## src/rtl/envelope_ctrl_pkg.sv

```systemverilog
// Shared definitions for the tone-channel envelope sequencer: state encodings,
// rate field width and the per-state rate selector.
package envelope_ctrl_pkg;

  localparam int RATE_W = 4;

  localparam logic [2:0] ST_IDLE    = 3'd0;
  localparam logic [2:0] ST_ATTACK  = 3'd1;
  localparam logic [2:0] ST_DECAY   = 3'd2;
  localparam logic [2:0] ST_SUSTAIN = 3'd3;
  localparam logic [2:0] ST_RELEASE = 3'd4;

  function automatic logic [RATE_W-1:0] sel_rate(
    input logic [2:0]        state,
    input logic [RATE_W-1:0] attack_rate,
    input logic [RATE_W-1:0] decay_rate,
    input logic [RATE_W-1:0] release_rate
  );
    case (state)
      ST_ATTACK:  return attack_rate;
      ST_DECAY:   return decay_rate;
      ST_RELEASE: return release_rate;
      default:    return '0;
    endcase
  endfunction

endpackage

```

## src/rtl/envelope_ctrl_prescaler.sv

```systemverilog
// Tick prescaler: counts sample ticks and emits a one-cycle step pulse every
// (rate+1) << PRESCALE_SHIFT ticks; clear restarts the period.
module env_prescaler
  import envelope_ctrl_pkg::*;
#(
  parameter int PRESCALE_SHIFT = 4
) (
  input  logic              clk,
  input  logic              rst,
  input  logic              tick,
  input  logic              clear,
  input  logic [RATE_W-1:0] rate,
  output logic              step
);

  localparam int CNT_W = RATE_W + PRESCALE_SHIFT;

  logic [CNT_W-1:0] cnt;
  logic [CNT_W-1:0] limit;

  // (rate+1) << shift, minus one, without a wider intermediate
  assign limit = (CNT_W'(rate) << PRESCALE_SHIFT) | CNT_W'((1 << PRESCALE_SHIFT) - 1);

  // >= so a live rate decrease below the running count still terminates the period
  assign step = tick & (cnt >= limit);

  always_ff @(posedge clk) begin
    if (rst || clear) begin
      cnt <= '0;
    end else if (tick) begin
      cnt <= step ? '0 : cnt + CNT_W'(1);
    end
  end

endmodule

```

## src/rtl/envelope_ctrl.sv

```systemverilog
// ADSR envelope sequencer for tone channel A: gate edge detect, state machine,
// saturating envelope register and registered mixer-facing outputs.
module envelope_ctrl
  import envelope_ctrl_pkg::*;
#(
  parameter int PRESCALE_SHIFT = 4,
  parameter int ENV_W          = 4
) (
  input  logic              clk,
  input  logic              rst,
  input  logic              tick,
  input  logic              gate,
  input  logic [RATE_W-1:0] attack_rate,
  input  logic [RATE_W-1:0] decay_rate,
  input  logic [ENV_W-1:0]  sustain_level,
  input  logic [RATE_W-1:0] release_rate,
  output logic [ENV_W-1:0]  env_out,
  output logic              active,
  output logic [2:0]        state_out
);

  localparam logic [ENV_W-1:0] ENV_MAX = '1;

  logic [2:0]        state, state_nxt;
  logic [ENV_W-1:0]  env, env_nxt, env_stepped;
  logic              gate_q, rise, fall;
  logic              step, state_chg;
  logic [RATE_W-1:0] rate;

  assign rise      = gate & ~gate_q;
  assign fall      = ~gate & gate_q;
  assign rate      = sel_rate(state, attack_rate, decay_rate, release_rate);
  assign state_chg = (state_nxt != state);

  env_prescaler #(
    .PRESCALE_SHIFT (PRESCALE_SHIFT)
  ) u_prescaler (
    .clk   (clk),
    .rst   (rst),
    .tick  (tick),
    .clear (state_chg),
    .rate  (rate),
    .step  (step)
  );

  always_comb begin
    env_stepped = env;
    if (step) begin
      case (state)
        ST_ATTACK:            if (env != ENV_MAX) env_stepped = env + ENV_W'(1);
        ST_DECAY, ST_RELEASE: if (env != '0)      env_stepped = env - ENV_W'(1);
        default:              env_stepped = env;
      endcase
    end
  end

  // Edge-driven transitions hold the level; otherwise exits test the post-step value
  always_comb begin
    state_nxt = state;
    env_nxt   = env_stepped;
    if (rise) begin
      state_nxt = ST_ATTACK;
      env_nxt   = env;
    end else if (fall && (state == ST_ATTACK || state == ST_DECAY || state == ST_SUSTAIN)) begin
      state_nxt = ST_RELEASE;
      env_nxt   = env;
    end else begin
      case (state)
        ST_ATTACK:  if (env_stepped == ENV_MAX)      state_nxt = ST_DECAY;
        ST_DECAY:   if (env_stepped <= sustain_level) state_nxt = ST_SUSTAIN;
        ST_RELEASE: if (env_stepped == '0)           state_nxt = ST_IDLE;
        default:    state_nxt = state;
      endcase
    end
  end

  always_ff @(posedge clk) begin
    if (rst) begin
      state  <= ST_IDLE;
      env    <= '0;
      active <= 1'b0;
      gate_q <= 1'b0;
    end else begin
      state  <= state_nxt;
      env    <= env_nxt;
      active <= (state_nxt != ST_IDLE);
      gate_q <= gate;
    end
  end

  assign env_out   = env;
  assign state_out = state;

endmodule

```

## config.mk

```make
export PLATFORM = sky130hd
export DESIGN_NAME = envelope_ctrl
export DESIGN_NICKNAME = d
export VERILOG_FILES = /design/src/rtl/envelope_ctrl_pkg.sv /design/src/rtl/envelope_ctrl_prescaler.sv /design/src/rtl/envelope_ctrl.sv
export SDC_FILE = /design/constraint.sdc
export NUM_CORES = 1
export LEC_CHECK = 0
export CAP_MARGIN = 25
export CORE_ASPECT_RATIO = 0.5
export CORE_MARGIN = 5
export CORE_UTILIZATION = 52
export CTS_CLUSTER_SIZE = 16
export DETAILED_ROUTE_END_ITERATION = 12
export HOLD_SLACK_MARGIN = 0.05
export PLACE_DENSITY = 0.91
export SYNTH_ARGS = -nofsm -noshare
export SYNTH_HDL_FRONTEND = slang
export SYNTH_SLANG_ARGS = --single-unit
```

## constraint.sdc

```tcl
create_clock -name clk -period 4.9 [get_ports clk]
set_input_delay 0.735 -clock clk [delete_from_list [all_inputs] [get_ports clk]]
set_output_delay 0.735 -clock clk [all_outputs]
set_load 0.01 [all_outputs]
```

==> impl_metrics.yaml <==
critical_path:
  critPathMaxFanout: 8
  r2r_cells: 20
  worstPathArrival_ns: 4.56
  endpoint_kind: "register"
  start_kind: "input pin"
  crit_type: "in -> reg"
  r2r-end: "u_prescaler.cnt[3]"
  r2r_start: "state_out[1]"
  r2r_slack_ns: 0.50
  required_ns: 5.02
synth:
  syn_area_um2: 1433
  synth_fp_nets: 213
  synth_top_cell_by_area: "dfxtp_1"
  synth-simple-area-share_pct: 28.30
  postSynthCellCount: 182
  yosysWarnings: 0
  synth_edf_count: 0
  synthTopCellsByCount: "20 x nor2_1, 17 x dfxtp_1, 14 x nand2_1, 13 x a21oi_1, 11 x ha_1"
  yosys_most_used_dff: "dfxtp_1"
  synth.area.top_cells: "dfxtp_1 24%, ha_1 9.6%, nor2_1 5.2%, a21oi_1 4.5%, nand2_1 3.7%"
  synth_top_family_by_area: "simple AND/OR/NAND/NOR gates"
  yosysTopAreaCellShare_pct: 23.76
  avgSynthCellArea_um2: 7.872
  synth.most_common_cell: "nor2_1"
  synthMuxAreaShare_pct: 1.397
  synth-compound-area-share_pct: 24.02
  ys_seq_area_share_pct: 23.76
  async_flop_share_pct: 0
  synthAdderAreaFrac_pct: 9.607
  synth_cell_types: 48
  synth_xor_area_share_pct: 7.249
  ys_ff_latch: 17
drt:
  drt.antenna.violating_nets: 0
  via_per_inst: 5.906
  vias: 1441
  drc: 0
  dr.pass1.iters: 4
  routedWlPerCell_um: 14.91
  drt_iter0_markers: 80
  routed_wl_mm: 3.638
clock_network:
  max-clock-path-buffers: 2
  cts_tree: "built"
  clock_sinks: 17
  cts.clk_slew.worst_paths_ns: 0.07
  clk_latency_ns: 0.25
  h-tree-depth: 1
  cts-buffers-inserted: 3
  ctsHoldBuffers: 0
  cts-root-buf: "clkbuf_8"
  post_cts_buffers: 0
sta:
  max_freq_ghz: 0.2253
  whs_ns: 0.5753
  hold_violations: 0
  rsz0062_at_grt: "false"
  maxSlewHeadroom_pct: 64.44
  worst_pin_slew_ns: 0.5310
  finClkSkew_ns: 0.001898
  tns_ns: 0
  min_period_ns: 4.438
  setup_viol: 0
  fin_crit_sh_pct: 90.57
  maxSlewViolCount: 0
grt:
  grt_pass1_wl_mm: 5.968
  grt_max_degree: 19
  gr-total-overflow: 0
  antenna_found_initial: 0
  first_global_vias: 1305
  grt_usage_pct: 18.84
die:
  die_w_um: 84.23
  io_pins: 28
  core_um2: 2619
  die_y_um: 47.12
  die_area_um2: 3969
  fp-row-count: 13
  initial_core_util_pct: 54.71
power:
  power_switching_mw: 0.09196
  seq_power_share_pct: 44.6
  pwr-share-comb_pct: 23.7
  static-leakage-power_nw: 0.6688
  intPower_mw: 0.2385
  pwr-share-clk_pct: 31.6
  vdd_ir_drop_max_mv: 0.1483
  finalPower_mw: 0.3305
  p_sw_share_pct: 27.83
  p_per_area_nw_per_um2: 187.2
worst_hold_path:
  min_to: "env_out[1]"
  min_path_type: "reg -> reg"
  holdCritStartpoint: "env_out[1]"
  holdPathStages: 2
finish:
  fillCellCount: 205
  utilization_pct: 67.42
  seqCellArea_um2: 342.8
  antenna_cells: 0
  nets: 239
  multi_input_area_um2: 1011
  drive_gt1_share_pct: 6.763
  areaGrowthSynthToFinish_pct: 23.23
status:
  outcome: "complete, no violations"
placed_design:
  io_buffers: 27
  gp_congestion: 0.8998
  dp_hpwl_mm: 2.807
flow_run:
  drv_cap: 0
==> cells by family (layout without fill, tap and decap cells) <==
| family | count (synthesis) | count (layout) |
|---|---|---|
| simple gates | 76 | 76 |
| compound gates | 48 | 48 |
| flops | 17 | 17 |
| buf+inv | 17 | 42 |
| fa+ha+maj | 11 | 11 |
| xor+xnor | 11 | 11 |
| mux | 2 | 2 |
==> stage by stage <==
step / worst slack (ns) / instances / cell area (um^2)
after global placement: 0.4634 / 240 / 1717
after floorplan: 0.7174 / 182 / 1433
final: 0.4620 / 244 / 1765
after CTS: 0.4001 / 244 / 1763
after detailed placement: 0.2545 / 240 / 1717
after global routing: 0.1006 / 244 / 1765
==> sequential cells by signal, summed over array words and instances, names as in the netlist <==
| name | cells |
|---|---|
| active | 1 |
| env_out | 4 |
| gate_q | 1 |
| state_out | 3 |
| u_prescaler.cnt | 8 |
==> worst max-delay path by stage <==
stage / from / endpoint
2_1_floorplan: state_out[2] / u_prescaler.cnt[0]
3_3_place_gp: decay_rate[3] / u_prescaler.cnt[5]
3_5_place_dp: decay_rate[3] / u_prescaler.cnt[5]
4_1_cts: state_out[1] / u_prescaler.cnt[5]
5_1_grt: state_out[2] / u_prescaler.cnt[5]
6_report: decay_rate[3] / u_prescaler.cnt[3]
==> repair_timing <==
item                                    in CTS  in global routing
endpoints found under the hold margin        0                  0
resized for setup                            0                  2
endpoints found under the setup margin       0                  8
==> layout by cell type (no fill, tap or decap), types with 5 or more instances in the layout <==
cell,n
a22oi_1,5
inv_1,9
clkdlybuf4s50_1,27
nor2b_1,5
ha_1,11
xor2_1,6
dfxtp_1,15
nor4_1,6
a21oi_1,13
nor3_1,9
nand2_1,14
nor2_1,20
o21a_1,5
==> cell type report <==
type / count / share of cell area [%]
repair buffers: 29 / 16.16
clock buffers: 3 / 2.339
well taps: 37 / 2.622
inverters: 9 / 1.914
flip-flops and latches: 17 / 19.42
clock inverters: 1 / 0.2835
multi-input cells: 148 / 57.26
==> power groups by stage <==
stage	combinational [mW]	sequential (mW)	clock (mW)
final	0.0784	0.147	0.105
after global placement	0.0746	0.150	0
after CTS	0.0771	0.147	0.104
after detailed placement	0.0764	0.151	0
after global routing	0.0847	0.148	0.111
after floorplan	0.0450	0.149	0
==> metal layers <==
layer | routed length [um] | vias up | track usage [%]
li1 | - | 727 | -
met1 | 1692 | 665 | 24.58
met2 | 1721 | 43 | 32.92
met3 | 194 | 6 | 3.853
met4 | 30 | 0 | 5.128
met5 | 0 | - | 0
==> worst max-delay path, cell delays in order <==
cell	delay, ns
clkdlybuf4s50_1	0.41
a22oi_1	0.18
nor2_1	0.06
a21oi_1	0.12
ha_1	0.26
and4_1	0.21
and4_1	0.21
o21ai_1	0.38
a21oi_1	0.13
a21oi_1	0.22
inv_1	0.10
ha_1	0.29
nor2b_1	0.14
o21a_1	0.16
o21a_1	0.16
o211ai_1	0.15
nand3b_1	0.11
o21ai_0	0.27
buf_4	0.21
nor4_1	0.06
No activity file was read; power rests on OpenSTA's default activity.
